$ cat src/rtl/itf_pkg.sv
// rtl/itf_pkg.sv - shared states, command-field offsets and command packing for the DRAM initiator
package itf_pkg;

  typedef enum logic [2:0] {
    S_IDLE,
    S_CMD,
    S_RD,
    S_WR,
    S_FNH
  } state_t;

  localparam int DEF_DRAM_ADDR_WIDTH = 32;
  localparam int CMD_MAX_WIDTH       = 256;
  localparam int CMD_WR_BIT          = 0;
  localparam int CMD_ADDR_LSB        = 1;
  localparam int CMD_NUM_LSB         = 1 + DEF_DRAM_ADDR_WIDTH;

  function automatic int cmd_num_lsb(input int dram_addr_width);
    return 1 + dram_addr_width;
  endfunction

  // Callers pass zero-extended fields; the result is wider than any port and is trimmed at the use site.
  function automatic logic [CMD_MAX_WIDTH-1:0] pack_cmd(
    input logic        wr,
    input logic [63:0] addr,
    input logic [63:0] num,
    input int          dram_addr_width
  );
    logic [CMD_MAX_WIDTH-1:0] cmd;
    cmd = CMD_MAX_WIDTH'(wr) << CMD_WR_BIT;
    cmd = cmd | (CMD_MAX_WIDTH'(addr) << CMD_ADDR_LSB);
    cmd = cmd | (CMD_MAX_WIDTH'(num) << cmd_num_lsb(dram_addr_width));
    return cmd;
  endfunction

endpackage

$ cat src/rtl/itf_dram_initiator.sv
// rtl/itf_dram_initiator.sv - chip-side DRAM port master: command beat, data burst, direction control
module itf_dram_initiator
  import itf_pkg::*;
#(
  parameter int PORT_WIDTH      = 128,
  parameter int ADDR_WIDTH      = 16,
  parameter int DRAM_ADDR_WIDTH = 32
) (
  input  logic                       I_SysClk,
  input  logic                       I_SysRst_n,
  input  logic                       I_ReqVld,
  input  logic                       I_ReqWr,
  input  logic [DRAM_ADDR_WIDTH-1:0] I_ReqAddr,
  input  logic [ADDR_WIDTH-1:0]      I_ReqNum,
  output logic                       O_ReqRdy,
  output logic                       O_ReqDone,
  input  logic [PORT_WIDTH-1:0]      I_WrDat,
  input  logic                       I_WrDatVld,
  output logic                       O_WrDatRdy,
  output logic [PORT_WIDTH-1:0]      O_RdDat,
  output logic                       O_RdDatVld,
  output logic                       O_RdDatLast,
  input  logic                       I_RdDatRdy,
  output logic                       O_DatOE,
  output logic [PORT_WIDTH-1:0]      O_PadDat,
  output logic                       O_PadDatVld,
  output logic                       O_PadDatLast,
  input  logic [PORT_WIDTH-1:0]      I_PadDat,
  input  logic                       I_PadDatVld,
  input  logic                       I_PadDatLast,
  output logic                       O_PadDatRdy,
  input  logic                       I_PadDatRdy,
  output logic                       O_LastErr
);

  state_t                     state, state_nxt;
  logic                       req_wr;
  logic [DRAM_ADDR_WIDTH-1:0] req_addr;
  logic [ADDR_WIDTH-1:0]      req_num;
  logic [ADDR_WIDTH-1:0]      cnt;
  logic [ADDR_WIDTH-1:0]      last_idx;
  logic                       cnt_last;
  logic                       accept;
  logic                       wr_beat;
  logic                       rd_beat;
  logic                       dat_oe;
  logic                       last_err;
  logic [PORT_WIDTH-1:0]      cmd_word;

  assign last_idx = req_num - ADDR_WIDTH'(1);
  assign cnt_last = (cnt == last_idx);
  assign accept   = (state == S_IDLE) && I_ReqVld;
  assign wr_beat  = (state == S_WR) && I_WrDatVld && I_PadDatRdy;
  assign rd_beat  = (state == S_RD) && I_PadDatVld && I_RdDatRdy;
  assign cmd_word = PORT_WIDTH'(pack_cmd(req_wr, 64'(req_addr), 64'(req_num), DRAM_ADDR_WIDTH));

  assign O_DatOE   = dat_oe;
  assign O_LastErr = last_err;

  always_ff @(posedge I_SysClk or negedge I_SysRst_n) begin
    if (!I_SysRst_n) begin
      state    <= S_IDLE;
      req_wr   <= 1'b0;
      req_addr <= '0;
      req_num  <= '0;
      cnt      <= '0;
      dat_oe   <= 1'b1;
      last_err <= 1'b0;
    end else begin
      state  <= state_nxt;
      // Registered from the next state so the pads turn around on the same edge as the state change.
      dat_oe <= (state_nxt != S_RD);
      if (accept) begin
        req_wr   <= I_ReqWr;
        req_addr <= I_ReqAddr;
        req_num  <= I_ReqNum;
        cnt      <= '0;
      end else if (wr_beat || rd_beat) begin
        cnt <= cnt + ADDR_WIDTH'(1);
      end
      if (rd_beat && (I_PadDatLast != cnt_last)) begin
        last_err <= 1'b1;
      end
    end
  end

  always_comb begin
    state_nxt    = state;
    O_ReqRdy     = 1'b0;
    O_ReqDone    = 1'b0;
    O_WrDatRdy   = 1'b0;
    O_RdDat      = '0;
    O_RdDatVld   = 1'b0;
    O_RdDatLast  = 1'b0;
    O_PadDat     = '0;
    O_PadDatVld  = 1'b0;
    O_PadDatLast = 1'b0;
    O_PadDatRdy  = 1'b0;
    case (state)
      S_IDLE: begin
        O_ReqRdy = 1'b1;
        if (I_ReqVld) begin
          state_nxt = (I_ReqNum == '0) ? S_FNH : S_CMD;
        end
      end
      S_CMD: begin
        O_PadDat    = cmd_word;
        O_PadDatVld = 1'b1;
        if (I_PadDatRdy) begin
          state_nxt = req_wr ? S_WR : S_RD;
        end
      end
      S_WR: begin
        O_PadDat     = I_WrDat;
        O_PadDatVld  = I_WrDatVld;
        O_PadDatLast = I_WrDatVld && cnt_last;
        O_WrDatRdy   = I_PadDatRdy;
        if (wr_beat && cnt_last) begin
          state_nxt = S_FNH;
        end
      end
      S_RD: begin
        // Last comes from the beat counter; pad Last is only cross-checked.
        O_RdDat     = I_PadDat;
        O_RdDatVld  = I_PadDatVld;
        O_RdDatLast = cnt_last;
        O_PadDatRdy = I_RdDatRdy;
        if (rd_beat && cnt_last) begin
          state_nxt = S_FNH;
        end
      end
      S_FNH: begin
        O_ReqDone = 1'b1;
        state_nxt = S_IDLE;
      end
      default: state_nxt = S_IDLE;
    endcase
  end

endmodule

$ cat config.mk
export PLATFORM = sky130hd
export DESIGN_NAME = itf_dram_initiator
export DESIGN_NICKNAME = d
export VERILOG_FILES = /design/src/rtl/itf_pkg.sv /design/src/rtl/itf_dram_initiator.sv
export SDC_FILE = /design/constraint.sdc
export NUM_CORES = 1
export LEC_CHECK = 0
export ABC_AREA = 1
export CORE_AREA = 2 2 226 228
export CTS_CLUSTER_DIAMETER = 150
export DETAILED_ROUTE_END_ITERATION = 10
export DIE_AREA = 0 0 228 230
export GPL_ROUTABILITY_DRIVEN = 0
export PLACE_DENSITY_LB_ADDON = 0.1
export SLEW_MARGIN = 20
export SYNTH_ARGS = -nofsm -noshare
export SYNTH_HDL_FRONTEND = slang
export SYNTH_SLANG_ARGS = --single-unit
$ cat constraint.sdc
create_clock -name I_SysClk -period 2 [get_ports I_SysClk]
set_input_delay 0.2 -clock I_SysClk [delete_from_list [all_inputs] [get_ports I_SysClk]]
set_output_delay 0.2 -clock I_SysClk [all_outputs]
set_load 0.1 [all_outputs]
==> results <==
## sequential cells by signal (all words and copies together) (netlist names)
register / flops
req_addr: 32
state: 3
req_num: 16
cnt: 16
O_DatOE: 1
O_LastErr: 1
req_wr: 1
## final timing paths
check | to | slack [ns] | depth (start not counted)
worst max-delay path | O_PadDatLast | -0.52 | 11
worst min-delay path | req_addr[23] | 0.37 | 2
worst max register to register | state[2] | -0.04 | 12
worst min register to register | req_addr[4] | 0.49 | 2
max in group asynchronous | O_DatOE | 0.98 | 3
min in group I_SysClk | req_addr[2] | 0.38 | 3
## power groups by stage
stage	Combinational [mW]	Clock [mW]	Sequential (mW)
CTS	32.7	2.12	2.48
floorplan	16.7	0	2.42
global placement	28.6	0	2.48
finish	33.6	2.07	2.51
detailed placement	28.5	0	2.49
global route	34.8	2.18	2.59
## routing by layer
metal,up-vias,track usage
met5,-,0
met4,6,0.05188
met3,45,0.06089
met2,327,0.3691
met1,4362,0.2200
li1,4562,-
## repair_timing
action | in CTS | in global routing
gates resized for setup | 331 | 156
endpoints found under the setup margin | 256 | 285
endpoints found under the hold margin | 32 | 0
hold buffers | 1 | 0
gates cloned | 21 | 10
setup buffers | 30 | 16
pin swaps | 30 | 53
## metrics by stage
stage | worst slack [ns] | TNS (ns) | util
global route | -0.6825 | -21.65 | 0.3983
detailed placement | -0.3162 | -1.032 | 0.3342
floorplan | -0.6722 | -78.78 | -
CTS | -0.6637 | -7.690 | 0.3829
global placement | -0.2841 | -0.7975 | 0.3342
finish | -0.5231 | -5.842 | 0.3984
## layout make-up
| type | count | area, um^2 | area share |
|---|---|---|---|
| inverters | 267 | 1066 | 0.05367 |
| diodes | 10 | 25.02 | 0.001260 |
| clock inverters | 5 | 128.9 | 0.006488 |
| repair inverters | 5 | 103.9 | 0.005228 |
| clock buffers | 11 | 242.7 | 0.01222 |
| flip-flops and latches | 70 | 1758 | 0.08850 |
| multi-input cells | 683 | 5184 | 0.2610 |
| repair buffers | 740 | 10520 | 0.5294 |
| well taps | 672 | 840.8 | 0.04233 |
## kinds of logic after synthesis
| logic type | count (synthesis) | synth area share |
|---|---|---|
| compound gates | 88 | 0.09687 |
| xor+xnor | 14 | 0.02033 |
| flops | 70 | 0.2906 |
| simple gates | 579 | 0.3943 |
| fa+ha+maj | 2 | 0.004148 |
| buf+inv | 311 | 0.1937 |
## cells in the final DEF, fill, tap and decap left out, types with 8 or more instances in the layout
| cell type | Yosys | final |
|---|---|---|
| nand2_4 | 0 | 10 |
| a21oi_1 | 10 | 9 |
| buf_16 | 0 | 15 |
| buf_12 | 0 | 293 |
| nor2_2 | 3 | 43 |
| nand2_1 | 249 | 233 |
| dfrtp_1 | 69 | 65 |
| nor2_1 | 252 | 29 |
| clkbuf_16 | 0 | 16 |
| inv_1 | 263 | 254 |
| buf_6 | 0 | 12 |
| diode_2 | 0 | 10 |
| buf_4 | 0 | 95 |
| o21ai_4 | 0 | 11 |
| nand3_2 | 2 | 9 |
| nand2_2 | 5 | 11 |
| nand3_1 | 35 | 27 |
| o21ai_0 | 37 | 22 |
| nor2_4 | 3 | 186 |
| a22o_4 | 0 | 30 |
| inv_2 | 2 | 8 |
| clkdlybuf4s50_1 | 0 | 311 |
==> out/results.txt <==
Status: complete, but fails checks
Failing checks: negative setup slack
Initial Utilization: 0.1210
Measured slew at the worst slew-check pin: 0.5157 ns
Hpwl dp: 43.53 mm
Inst Count DP: 2379
P&R area growth vs syn: 229.3%
Synthesized area: 6032 um^2
Data required, critical path: 1.80 ns
Top FF cell, synth: dfrtp_1
Core area: 49860 um^2
Root Buffer: clkbuf_16
CP most frequent cell: nor2_2
Buffers plus inverters on the worst setup path: 2
Reg clk slew, reported paths: 0.06 ns
Critical path's largest stage delay: 0.41 ns
Routed WL: 53.69 mm
Clk_skew: 0.008585 ns
Worst EP arrival: 2.32 ns
Cells after Synth: 1064
Register area share after synthesis: 0.2906
Highest routed layer: met5
Synth cell types: 35
Layout cell share with drive strength beyond 1: 0.4396
DRT iter0 DRCs: 401
Share of the synthesized area in the top cell type: 0.2862
Cell-internal power: 15.89 mW
Cell with the most instances after synthesis: inv_1
Total power: 38.18 mW
Max cap viols: 0
Worst vdd ir: 0.001457 V
Sw Share: 0.5837
Top cell type by total area after synthesis: dfrtp_1
Slowest CP cell: dfrtp_1
Yosys warns: 0
Leak Pwr: 8.923 nW
Die Span X: 228 um
CTS buffer count: 9
Drc violations: 0
Flop pwr share: 0.066
Metal1 wirelength: 20.32 mm
Non-Filler Instances: 2463
Routed wl met3: 3.674 mm
Total Routing Usage GR: 0.1993
Worst skew pair latency: 0.35 ns
Flip-flop and latch count after synthesis: 70
Placed inst area: 16670 um^2
Post-synth EDFFs: 0
Final instance area: 19860 um^2
Row count: 82
Fin worst setup slack: -0.5231 ns
Slew Limit Headroom: 0.6562
Max Freq: 0.3963 GHz
Hold crit path type: input port to async pin
Initial antenna violation count: 19
Total grt overflow: 0
RSZ-0062 raised after global routing: yes
Pre-antenna DRT Iters: 4
Final hold violation count: 0
Fill cell count: 5003
Final period util: 1.262
Power share of the clock group: 0.054
IO buf count: 578
Startpoint Class: register
Synth area leaders: dfrtp_1, inv_1, nor2_1
Max Slew Vio Count: 0
Combinational power share: 0.880
CP delay by family, top: simple AND/OR/NAND/NOR gates
Full die area: 52440 um^2
H-tree levels: 3
CTS tree: done
Syn Nets: 1379
CTS Buffer Depth: 2
Crit path from: req_num[1]
Met2 WL post-DR: 28.88 mm
Net Sw Power: 22.28 mW
Hold WS: 0.3714 ns
Total power divided by cell area: 1922 nW/um^2
CP max FO: 3
Crit Path Category: register to output pin
# clock sinks: 70
Total number of vias: 9302
Synth async-reset ratio: 1.000
Period minus WS final: 2.523 ns
Worst Setup End Kind: output pin
Routed WL per cell: 21.80 um
Vias per Instance: 3.777
Ports: 579
Vias in the first global route: 9834
Post-synth top cells: inv_1, nor2_1, nand2_1
Critical R2R Launch: req_num[1]
Die H: 230 um
Pin count of the biggest net entering global routing: 39
Syn avg cell area: 5.669 um^2
Final nets: 2091
Final Setup Violations: 127
Final antenna-violating net count: 0
Crit path cell chain: inv_2 > ha_4 > xnor2_2 > nor2_2 > nand3_1 > nor2_2 > nand3_2 > nor3_4 > nand2_4 > nor2_4 > buf_12
First-pass GRT wire length: 74.71 mm
No activity file was read; power rests on OpenSTA's default activity.
